File: src/rtl/router_pkg.sv
// Shared constants and helpers for the 1x4 router output ports.
package router_pkg;

  localparam int DEF_ADDR_WIDTH = 32;
  localparam int DEF_DATA_WIDTH = 32;
  localparam int NUM_PORTS      = 4;
  localparam int PORT_SEL_WIDTH = 2;

  // Only the low select bits route a word; upper address bits are ignored.
  function automatic logic port_match(input logic [PORT_SEL_WIDTH-1:0] sel,
                                      input int port_id);
    return sel == port_id[PORT_SEL_WIDTH-1:0];
  endfunction

endpackage

File: src/rtl/sync_fifo.sv
// First-word-fall-through synchronous FIFO; read data comes straight from storage registers.
module sync_fifo
  import router_pkg::*;
#(
  parameter int DEPTH      = 4,
  parameter int DATA_WIDTH = DEF_DATA_WIDTH
) (
  input  logic                       clk,
  input  logic                       reset,
  input  logic                       push,
  input  logic                       pop,
  input  logic [DATA_WIDTH-1:0]      wr_data,
  output logic [DATA_WIDTH-1:0]      rd_data,
  output logic                       full,
  output logic                       empty,
  output logic [$clog2(DEPTH):0]     count
);

  localparam int PW = $clog2(DEPTH);
  localparam int CW = PW + 1;

  logic [DATA_WIDTH-1:0] mem [DEPTH];
  logic [PW-1:0]         wr_ptr;
  logic [PW-1:0]         rd_ptr;
  logic [CW-1:0]         count_q;

  // Callers gate push with !full and pop with !empty; the guards here keep the FIFO safe anyway.
  logic do_push;
  logic do_pop;
  assign do_push = push && !full;
  assign do_pop  = pop && !empty;

  always_ff @(posedge clk) begin
    if (!reset) begin
      wr_ptr  <= '0;
      rd_ptr  <= '0;
      count_q <= '0;
    end else begin
      if (do_push) wr_ptr <= wr_ptr + 1'b1;
      if (do_pop)  rd_ptr <= rd_ptr + 1'b1;
      case ({do_push, do_pop})
        2'b10:   count_q <= count_q + 1'b1;
        2'b01:   count_q <= count_q - 1'b1;
        default: count_q <= count_q;
      endcase
    end
  end

  // Storage is intentionally not reset.
  always_ff @(posedge clk) begin
    if (reset && do_push) mem[wr_ptr] <= wr_data;
  end

  assign rd_data = mem[rd_ptr];
  assign full    = (count_q == CW'(DEPTH));
  assign empty   = (count_q == '0);
  assign count   = count_q;

endmodule

File: src/rtl/output_port.sv
// One output port of the 1x4 router: address match, FIFO handshake glue, optional pop counter.
// Optional feature: define OUTPUT_PORT_STATS_EN to add the pkt_count output.
module output_port
  import router_pkg::*;
#(
  parameter int ADDR_WIDTH = DEF_ADDR_WIDTH,
  parameter int DATA_WIDTH = DEF_DATA_WIDTH,
  parameter int DEPTH      = 4,
  parameter int PORT_ID    = 0
) (
  input  logic                    clk,
  input  logic                    reset,
  input  logic [ADDR_WIDTH-1:0]   in_addr,
  input  logic [DATA_WIDTH-1:0]   in_data,
  input  logic                    in_valid,
  output logic                    in_ready,
  output logic [DATA_WIDTH-1:0]   out_data,
  output logic                    out_valid,
  input  logic                    out_ready,
`ifdef OUTPUT_PORT_STATS_EN
  output logic [31:0]             pkt_count,
`endif
  output logic [$clog2(DEPTH):0]  fifo_count
);

  logic full;
  logic empty;
  logic match;
  logic push;
  logic pop;
  logic addr_hi_unused;

  assign match          = port_match(in_addr[PORT_SEL_WIDTH-1:0], PORT_ID);
  assign addr_hi_unused = ^in_addr[ADDR_WIDTH-1:PORT_SEL_WIDTH];

  // in_ready comes from the registered count alone, so a same-cycle pop never frees a slot.
  assign in_ready  = !full;
  assign out_valid = !empty;
  assign push      = in_valid && in_ready && match;
  assign pop       = out_valid && out_ready;

  sync_fifo #(
    .DEPTH      (DEPTH),
    .DATA_WIDTH (DATA_WIDTH)
  ) u_fifo (
    .clk     (clk),
    .reset   (reset),
    .push    (push),
    .pop     (pop),
    .wr_data (in_data),
    .rd_data (out_data),
    .full    (full),
    .empty   (empty),
    .count   (fifo_count)
  );

`ifdef OUTPUT_PORT_STATS_EN
  logic [31:0] pkt_count_q;

  always_ff @(posedge clk) begin
    if (!reset)   pkt_count_q <= '0;
    else if (pop) pkt_count_q <= pkt_count_q + 32'd1;
  end

  assign pkt_count = pkt_count_q;
`endif

endmodule

File: config.mk
export PLATFORM = sky130hd
export DESIGN_NAME = output_port
export DESIGN_NICKNAME = d
export VERILOG_FILES = /design/src/rtl/router_pkg.sv /design/src/rtl/sync_fifo.sv /design/src/rtl/output_port.sv
export SDC_FILE = /design/constraint.sdc
export NUM_CORES = 1
export LEC_CHECK = 0
export BUFFER_PORTS_ARGS = -buffer_cell sky130_fd_sc_hd__buf_4
export CAP_MARGIN = 30
export CORE_MARGIN = 5
export CORE_UTILIZATION = 54
export DETAILED_ROUTE_END_ITERATION = 8
export PLACE_DENSITY = 0.82
export SLEW_MARGIN = 20
export SYNTH_ARGS = -nofsm -noshare
export SYNTH_HDL_FRONTEND = slang
export SYNTH_SLANG_ARGS = --single-unit
File: constraint.sdc
create_clock -name clk -period 3.5 [get_ports clk]
set_clock_uncertainty 0.2 [all_clocks]
set_input_delay 0.175 -clock clk [delete_from_list [all_inputs] [get_ports clk]]
set_output_delay 0.175 -clock clk [all_outputs]
set_load 0.02 [all_outputs]
* Yosys cells after proc, flatten, opt, wreduce, memory -nomap -nowiden
Memories as Yosys holds them, arrays and structs flattened. A register that Yosys moved wholly into a read port is not among the register bits. Cells that the tools add are included.
Cells by class: equal/unequal tests 3, $add $sub $neg 4, reduce and logical (&&, ||, !) cells 11, multiplexer cells 5
Operators with widths (count):
- $logic_and A1 B1 Y1 | 6
- $pmux W3 S2 | 1
- $add A2 B1 Y2 const B | 2
- $mux W2 | 2
- $add A3 B1 Y3 const B | 1
- $eq A3 B3 Y1 const B | 1
- $logic_not A3 Y1 | 1
- $sub A3 B1 Y3 const B | 1
- $eq A2 B1 Y1 const B | 1
- $eq A2 B2 Y1 const B | 1
- $logic_not A1 Y1 | 2
- $logic_not A2 Y1 | 1
- $mux W1 | 2
- $reduce_bool A2 Y1 | 1
Storage, ports and cells: output and inout port bits 37, memories kept 1, bits in writable memories 128, bits in registers 7
Memory list:
- u_fifo.mem | depth 4, bits a word 32, rd ports 1, clocked after Yosys merged registers in 1, wr ports 1, line sync_fifo.sv:22 | logic [DATA_WIDTH-1:0] mem [DEPTH];

* Logic depth before layout (Yosys ltp)
Gate-level depths: netlist of the first run.
depth after elaboration 8, mapped depth 10, mapped depth without buffers 9

* Modules after synthesis
Synthesis of the first run repeated with hierarchy kept, for this count alone.
Unflattened totals: cells, all modules 225, area total of the unflattened synthesis 5181.2 sq um
Modules (own cells, without submodules):
- sync_fifo | cells an instance 221, area each 5152.4 sq um, sequential area each 4023.9 sq um, instances 1
- output_port | cells an instance 4, area each 28.8 sq um, sequential area each 0.0 sq um, instances 1

* Worst setup path after synthesis of the first run
Ideal clock, no wire load.
path type register -> register, start register u_fifo.count_q[2] (netlist: u_fifo.count[2]), end register u_fifo.count_q[2] (netlist: u_fifo.count[2]), required time 3.224 ns, buffers on the path 1, setup time 0.076 ns, arrival time 2.603 ns, period minus slack after synthesis 2.879 ns, slack 0.621 ns, stages on the path, launching flop included 11, cell sequence dfxtp_1 -> or3b_1 -> and3_1 -> buf_6 -> inv_1 -> ha_1 -> inv_1 -> fa_1 -> xor2_1 -> or3_2 -> a21boi_0
Between the ends: cells in the longest elaborated chain, start to end 7, elaborated cells between the ends (all ways) 15
RTL lines:
- start: declaration | line sync_fifo.sv:25 | logic [CW-1:0] count_q;
- start signal: assignment | line sync_fifo.sv:42 | 2'b10: count_q <= count_q + 1'b1;
- start signal: assignment | line sync_fifo.sv:43 | 2'b01: count_q <= count_q - 1'b1;
- start signal: assignment | line sync_fifo.sv:44 | default: count_q <= count_q;
- $eq A3 B3 Y1 (*) | line sync_fifo.sv:55 | assign full = (count_q == CW'(DEPTH));
- $logic_not A1 Y1 (*) | line output_port.sv:37 | assign in_ready = !full;
- net in_ready | line output_port.sv:16 | output logic in_ready,
- $logic_and A1 B1 Y1 (2 in series) | line output_port.sv:39 | assign push = in_valid && in_ready && match;
- $logic_and A1 B1 Y1 (*) | line sync_fifo.sv:30 | assign do_push = push && !full;
- $eq A2 B1 Y1 / $eq A2 B2 Y1 (equally long branches) | line sync_fifo.sv:41 | case ({do_push, do_pop})
- $pmux W3 S2 / $reduce_bool A2 Y1 (equally long branches)
The timed path passes the listed nets; every way through them passes the cells marked *. A chain may end at the register's enable or synchronous reset.

* Worst setup path in the final report of the first run
start register u_fifo.count_q[2] (netlist: u_fifo.count[2]), end register u_fifo.count_q[2] (netlist: u_fifo.count[2])
Between the ends: cells in the longest elaborated chain, start to end 7, elaborated cells between the ends (all ways) 15
RTL lines (line):
- $eq A3 B3 Y1 | sync_fifo.sv:55
- $logic_not A1 Y1 | sync_fifo.sv:30, output_port.sv:37
- $logic_and A1 B1 Y1 (2 in series) | output_port.sv:39
- $logic_and A1 B1 Y1 | sync_fifo.sv:30
- $eq A2 B1 Y1 / $eq A2 B2 Y1 (equally long branches) | sync_fifo.sv:41
- $pmux W3 S2 / $reduce_bool A2 Y1 (equally long branches)
Parallel ways exist; a longest one is shown, timed or not.

==> results.py, run 1 <==
metrics = {
    "pwr": {
        "p_leak_nw": 2.298,
        "switching_share": 0.2429,
        "power.density_nw_per_um2": 653.3,
        "clkPwrFrac": 0.397,
        "internal_power_mw": 3.331,
        "p_seq_frac": 0.432,
        "comb_power_share": 0.171,
        "p_switching_mw": 1.069,
        "finalPower_mw": 4.400,
        "max-vdd-ir-drop_v": 0.0004940,
    },
    "yosys": {
        "synth_compound_area_frac": 0.007120,
        "netlist_area_um2": 5096,
        "synthSimpleGateAreaFrac": 0.02136,
        "ys_seq_area_frac": 0.7896,
        "synth_seq_cells": 137,
        "synth.area.mux_share": 0.1453,
        "synth_top_family_by_area": "multiplexers",
        "yosysWarningCount": 0,
        "synth_xor_xnor_area_share": 0.006875,
        "synthAdderAreaFrac": 0.01620,
        "netlist_instances": 220,
        "synth_fp_nets": 294,
        "syn_avg_cell_area_um2": 23.16,
        "synth.distinct_cells": 24,
    },
    "sta": {
        "worstMarginPinSlew_ns": 0.8561,
        "timing.final.ws_setup_ns": 0.7533,
        "hold_violations": 0,
        "holdWs_ns": 0.01199,
        "maxSlewViolCount": 0,
        "grt_setup_unrepaired": "false",
        "finalCriticalPeriod_ns": 2.747,
        "max_freq_mhz": 364.1,
        "relSlewSlack": 0.4292,
        "setup_violations": 0,
        "period_share": 0.7848,
        "tns_ns": 0,
    },
    "routing": {
        "wirelength_um": 8718,
        "drc": 0,
        "post_drt_wl_per_cell_um": 18.09,
        "num_vias": 2491,
        "viasPerCell": 5.168,
        "dr_wl_met2_um": 4870,
        "drtPass1Iterations": 4,
        "wl_met3_um": 387,
        "wl_met1_um": 3350,
        "antenna_left": 0,
        "first_iter_violations": 146,
        "routed.top_layer": "met4",
    },
    "setup_path": {
        "crit_fanout": 7,
        "worstPathRequired_ns": 3.73,
        "arrival_ns": 2.97,
        "worst_setup_path_start_kind": "flop",
        "worst-setup-path-type": "flop to flop",
        "cp-end-kind": "flop",
    },
    "finish": {
        "fill_cells": 537,
        "nets": 414,
        "area_growth_pct": 32.14,
        "fin_cells": 482,
        "antennaDiodeCount": 0,
        "drive_above_1_share": 0.4136,
        "fin_util": 0.7288,
        "final-seq-area_um2": 4026,
        "multi_input_area_um2": 1008,
        "stdcell_area_um2": 6734,
    },
    "clock_tree": {
        "cts_root_buffer": "clkbuf_8",
        "clock_latency_ns": 0.50,
        "cts.path.max_buffers": 2,
        "post_cts_resized": 0,
        "cts.reportedPaths.clkPinSlew_ns": 0.06,
        "clock_sinks": 137,
        "cts_buffers": 17,
        "cts_tree": "built",
        "cts_max_level": 4,
    },
    "place": {
        "pre_cts_ws_ns": 0.7637,
        "place_area_um2": 5794,
        "routabilityCongestion": 0.7099,
        "io_buffers": 74,
        "dp_hpwl_um": 4977,
        "post-place-cells": 415,
    },
    "floorplan": {
        "die_h_um": 107.1,
        "io_pins": 105,
        "core.rowCount": 35,
        "core_region_area_um2": 9240,
        "die_w_um": 107.1,
        "dieArea_um2": 11480,
        "initial_core_util": 0.5515,
    },
    "global_routing": {
        "antenna_found_initial": 0,
        "grt_usage": 0.1684,
        "grt_pass1_vias": 2789,
        "grt-ovfl-total": 0,
        "grt_pass1_wl_um": 14260,
        "grt_max_degree": 33,
    },
    "outcome": {
        "outcome": "finished, final reports clean",
    },
    "worst_hold_path": {
        "worstHoldPathType": "primary input to flop",
    },
    "run": {
        "cap_violations": 0,
    },
}
[path summary, 6_finish.rpt]
path	start	to	slack, ns	cells past startpoint
min reg2reg	u_fifo.wr_ptr[0]$_SDFFE_PN0P_	u_fifo.wr_ptr[0]$_SDFFE_PN0P_	0.32	2
max reg2reg	u_fifo.count[2]$_SDFFE_PN0P_	u_fifo.count[2]$_SDFFE_PN0P_	0.75	9
max	u_fifo.count[2]$_SDFFE_PN0P_	u_fifo.count[2]$_SDFFE_PN0P_	0.75	9
min	in_addr[0]	u_fifo.wr_ptr[0]$_SDFFE_PN0P_	0.01	4
[cell families after synthesis]
logic type | after synthesis
adder cells (fa/ha/maj) | 6
AO/OA/AOI/OAI | 5
AND/OR/NAND/NOR | 19
buffers and inverters | 15
multiplexers | 34
XOR/XNOR | 4
flip-flops | 137
[metal layers]
layer	vias to the layer above	global-route usage
li1	1149	-
met1	1264	0.1957
met2	68	0.3038
met3	10	0.04335
met4	0	0.05479
met5	-	0
[registers in the layout (all words and copies together), names as in the netlist, named ones only]
name,flops
u_fifo.mem,128
u_fifo.count,3
u_fifo.wr_ptr,2
u_fifo.rd_ptr,2
[critical path, stage by stage (launching register included)]
cell,delay [ns]
dfxtp_1,0.41
or3b_1,0.39
and3_1,0.26
inv_1,0.08
ha_1,0.17
inv_1,0.06
fa_1,0.37
xor2_1,0.16
or3_2,0.40
a21boi_0,0.16
[layout make-up]
cell class,instances,area share
clock buffers,18,0.06206
clock inverters,14,0.02546
well taps,129,0.02397
repair buffers,110,0.1375
multi-input cells,68,0.1498
flip-flops and latches,137,0.5979
inverters,6,0.003344
[placed cells by master, fill, tap and decap left out, types with 2 or more instances in the layout]
cell / instances
bufinv_16: 3
nor2b_1: 2
clkinvlp_4: 5
and2_1: 3
clkbuf_16: 16
inv_6: 3
o21ai_0: 2
or3_2: 2
mux2i_1: 2
xnor2_1: 3
mux4_2: 32
nand2_1: 5
edfxtp_1: 128
dfxtp_1: 7
dfxtp_2: 2
inv_1: 6
buf_4: 74
and3_2: 4
dlygate4sd3_1: 35
ha_1: 5
[repair_timing]
action / in CTS / in global routing
hold endpoints to repair: 137 / 0
setup buffers: 0 / 0
hold buffers: 35 / 0
[cells in the mapped netlist]
cell type    n  share of area
nor2_1       1        0.00074
and2_1       3         0.0037
buf_6        1         0.0022
nand2_1      5         0.0037
o31a_2       1         0.0020
ha_1         5          0.012
or3b_1       1         0.0017
and3_1       5         0.0061
or3_2        2         0.0029
a21boi_0     1         0.0015
xnor2_1      3         0.0052
nor2b_1      2         0.0025
clkbuf_1     1        0.00074
buf_1        3         0.0022
edfxtp_1   128           0.75
xor2_1       1         0.0017
o311ai_0     1         0.0017
mux2i_1      2         0.0039
dfxtp_1      9          0.035
inv_1        6         0.0044
buf_2        4         0.0039
fa_1         1         0.0039
o21ai_0      2         0.0020
mux4_2      32           0.14
[power by group through the flow]
stage	sequential, mW	combinational [mW]	clock [mW]
final	1.90	0.751	1.75
after global routing	1.91	0.805	1.87
after CTS	1.90	0.766	1.77
after detailed placement	1.94	0.731	0
after global placement	1.94	0.719	0
after floorplan	1.89	0.497	0
Power figures use the tool's default switching activity.
==> run 2: changes to the inputs <==
CORE_UTILIZATION = 49   (was 54)
PLACE_DENSITY = 0.78   (was 0.82)
clock period = 2.3 ns   (was 3.5 ns; I/O delays follow)
==> results.py, run 2 (synthesized netlist as in run 1, its figures left out) <==
metrics = {
    "outcome": {
        "outcome": "finished, final reports clean",
    },
    "pwr": {
        "p_leak_nw": 2.388,
        "finalPower_mw": 6.497,
        "power.density_nw_per_um2": 942.4,
        "max-vdd-ir-drop_v": 0.0005035,
    },
    "place": {
        "routabilityCongestion": 0.6890,
        "io_buffers": 74,
        "post-place-cells": 433,
        "place_area_um2": 5971,
        "dp_hpwl_um": 5524,
    },
    "run": {
        "cap_violations": 0,
    },
    "floorplan": {
        "die_w_um": 112.0,
        "core.rowCount": 37,
        "io_pins": 105,
        "dieArea_um2": 12540,
        "initial_core_util": 0.4981,
        "core_region_area_um2": 10230,
        "die_h_um": 112.0,
    },
    "clock_tree": {
        "cts_buffers": 17,
        "cts_root_buffer": "clkbuf_8",
        "cts_max_level": 4,
        "cts.path.max_buffers": 2,
        "clock_latency_ns": 0.51,
        "clock_sinks": 137,
        "cts_tree": "built",
        "cts.reportedPaths.clkPinSlew_ns": 0.06,
    },
    "setup_path": {
        "worstPathRequired_ns": 2.54,
        "crit_start": "u_fifo.count[0]$_SDFFE_PN0P_",
        "r2r_start": "u_fifo.count[0]$_SDFFE_PN0P_",
        "cp-end-kind": "flop",
        "crit_fanout": 2,
        "worst_setup_path_start_kind": "flop",
        "reg2reg_depth": 9,
        "worst-setup-path-type": "flop to flop",
        "arrival_ns": 2.53,
    },
    "global_routing": {
        "grt_pass1_vias": 2885,
        "grt_max_degree": 26,
        "grt_pass1_wl_um": 15210,
        "antenna_found_initial": 0,
        "grt-ovfl-total": 0,
        "grt_usage": 0.1628,
    },
    "routing": {
        "num_vias": 2542,
        "post_drt_wl_per_cell_um": 18.50,
        "viasPerCell": 5.054,
        "antenna_left": 0,
        "first_iter_violations": 149,
        "drc": 0,
        "wirelength_um": 9307,
        "drtPass1Iterations": 6,
    },
    "finish": {
        "nets": 429,
        "top_register": "u_fifo.mem",
        "largest_reg_flops": 128,
        "layout_commonest_cell": "edfxtp_1",
        "fin_util": 0.6738,
        "layout_common_cells": "edfxtp_1, buf_4, dlygate4sd3_1, mux4_2, clkbuf_16",
        "fin_cells": 503,
        "stdcell_area_um2": 6894,
        "antennaDiodeCount": 0,
        "drive_above_1_share": 0.4550,
        "area_growth_pct": 35.28,
    },
    "worst_hold_path": {
        "worstHoldPathType": "primary input to flop",
        "min_from": "in_addr[1]",
        "hold_depth": 7,
    },
    "sta": {
        "holdWs_ns": 0.09082,
        "grt_setup_unrepaired": "true",
        "maxSlewViolCount": 0,
        "worstMarginPinSlew_ns": 0.4396,
        "hold_violations": 0,
        "setup_violations": 0,
        "max_freq_mhz": 436.3,
        "finalCriticalPeriod_ns": 2.292,
        "relSlewSlack": 0.7069,
        "period_share": 0.9964,
    },
}
run 2: changes by cell type in the layout (fill, tap and decap cells not counted), sizes merged:
| cell | before | now |
|---|---|---|
| inv | 9 | 7 |
| buf | 75 | 87 |
| bufinv | 3 | 1 |
| dlygate4sd3 | 35 | 38 |
| clkinvlp | 5 | 1 |
| clkinv | 3 | 10 |
run 2: layout make-up:
type                       instances  area, um^2
clock buffer                      18       417.9
sequential                       137        4033
tap                              136       170.2
multi-input combinational         68        1039
fill                             680        3337
inverter                           6       25.02
timing repair buffer             125        1104
clock inverter                    13       106.4
run 2: worst max-delay path: stages, from the launching register on:
cell and delay [ns]:
dfxtp_2 0.32, or3b_4 0.39, and3_4 0.17, inv_4 0.05, ha_4 0.12, inv_2 0.03
fa_2 0.33, xor2_1 0.15, or3_4 0.33, a21boi_2 0.12
run 2: report_power, final:
part | internal (mW) | switching, mW
clock | 1.41 | 0.956
sequential | 2.78 | 0.0311
combinational | 0.696 | 0.621
total | 4.89 | 1.61
run 2: worst paths after layout:
check,slack [ns],to
worst max register to register,0.008,u_fifo.count[2]$_SDFFE_PN0P_
worst max-delay path,0.008,u_fifo.count[2]$_SDFFE_PN0P_
worst min-delay path,0.09,u_fifo.count[2]$_SDFFE_PN0P_
worst min register to register,0.31,u_fifo.wr_ptr[0]$_SDFFE_PN0P_
run 2: stage by stage:
stage | TNS, ns | worst slack, ns
2_1_floorplan | -0.2325 | -0.2065
5_1_grt | -0.03591 | -0.03591
6_report | 0 | 0.008210
3_3_place_gp | -0.0001732 | -0.0001732
3_5_place_dp | -0.04133 | -0.04133
4_1_cts | -0.02099 | -0.02099
run 2: metal layers:
layer | wire length (um) | vias to the layer above | global-route usage | share of wire
met2 | 4652 | 68 | 0.2630 | 0.50
met4 | 93 | 0 | 0.05689 | 0.010
li1 | - | 1174 | - | -
met3 | 519 | 11 | 0.06196 | 0.056
met5 | 0 | - | 0 | 0
met1 | 4042 | 1289 | 0.2034 | 0.43
run 2: timing repair:
item                                    4_1_cts  5_1_grt
hold buffers                                 38        0
endpoints found under the setup margin        1       19
pin swaps                                     5        1
endpoints found under the hold margin       137        0
resized for setup                             0        3
buffers inserted                              1        0
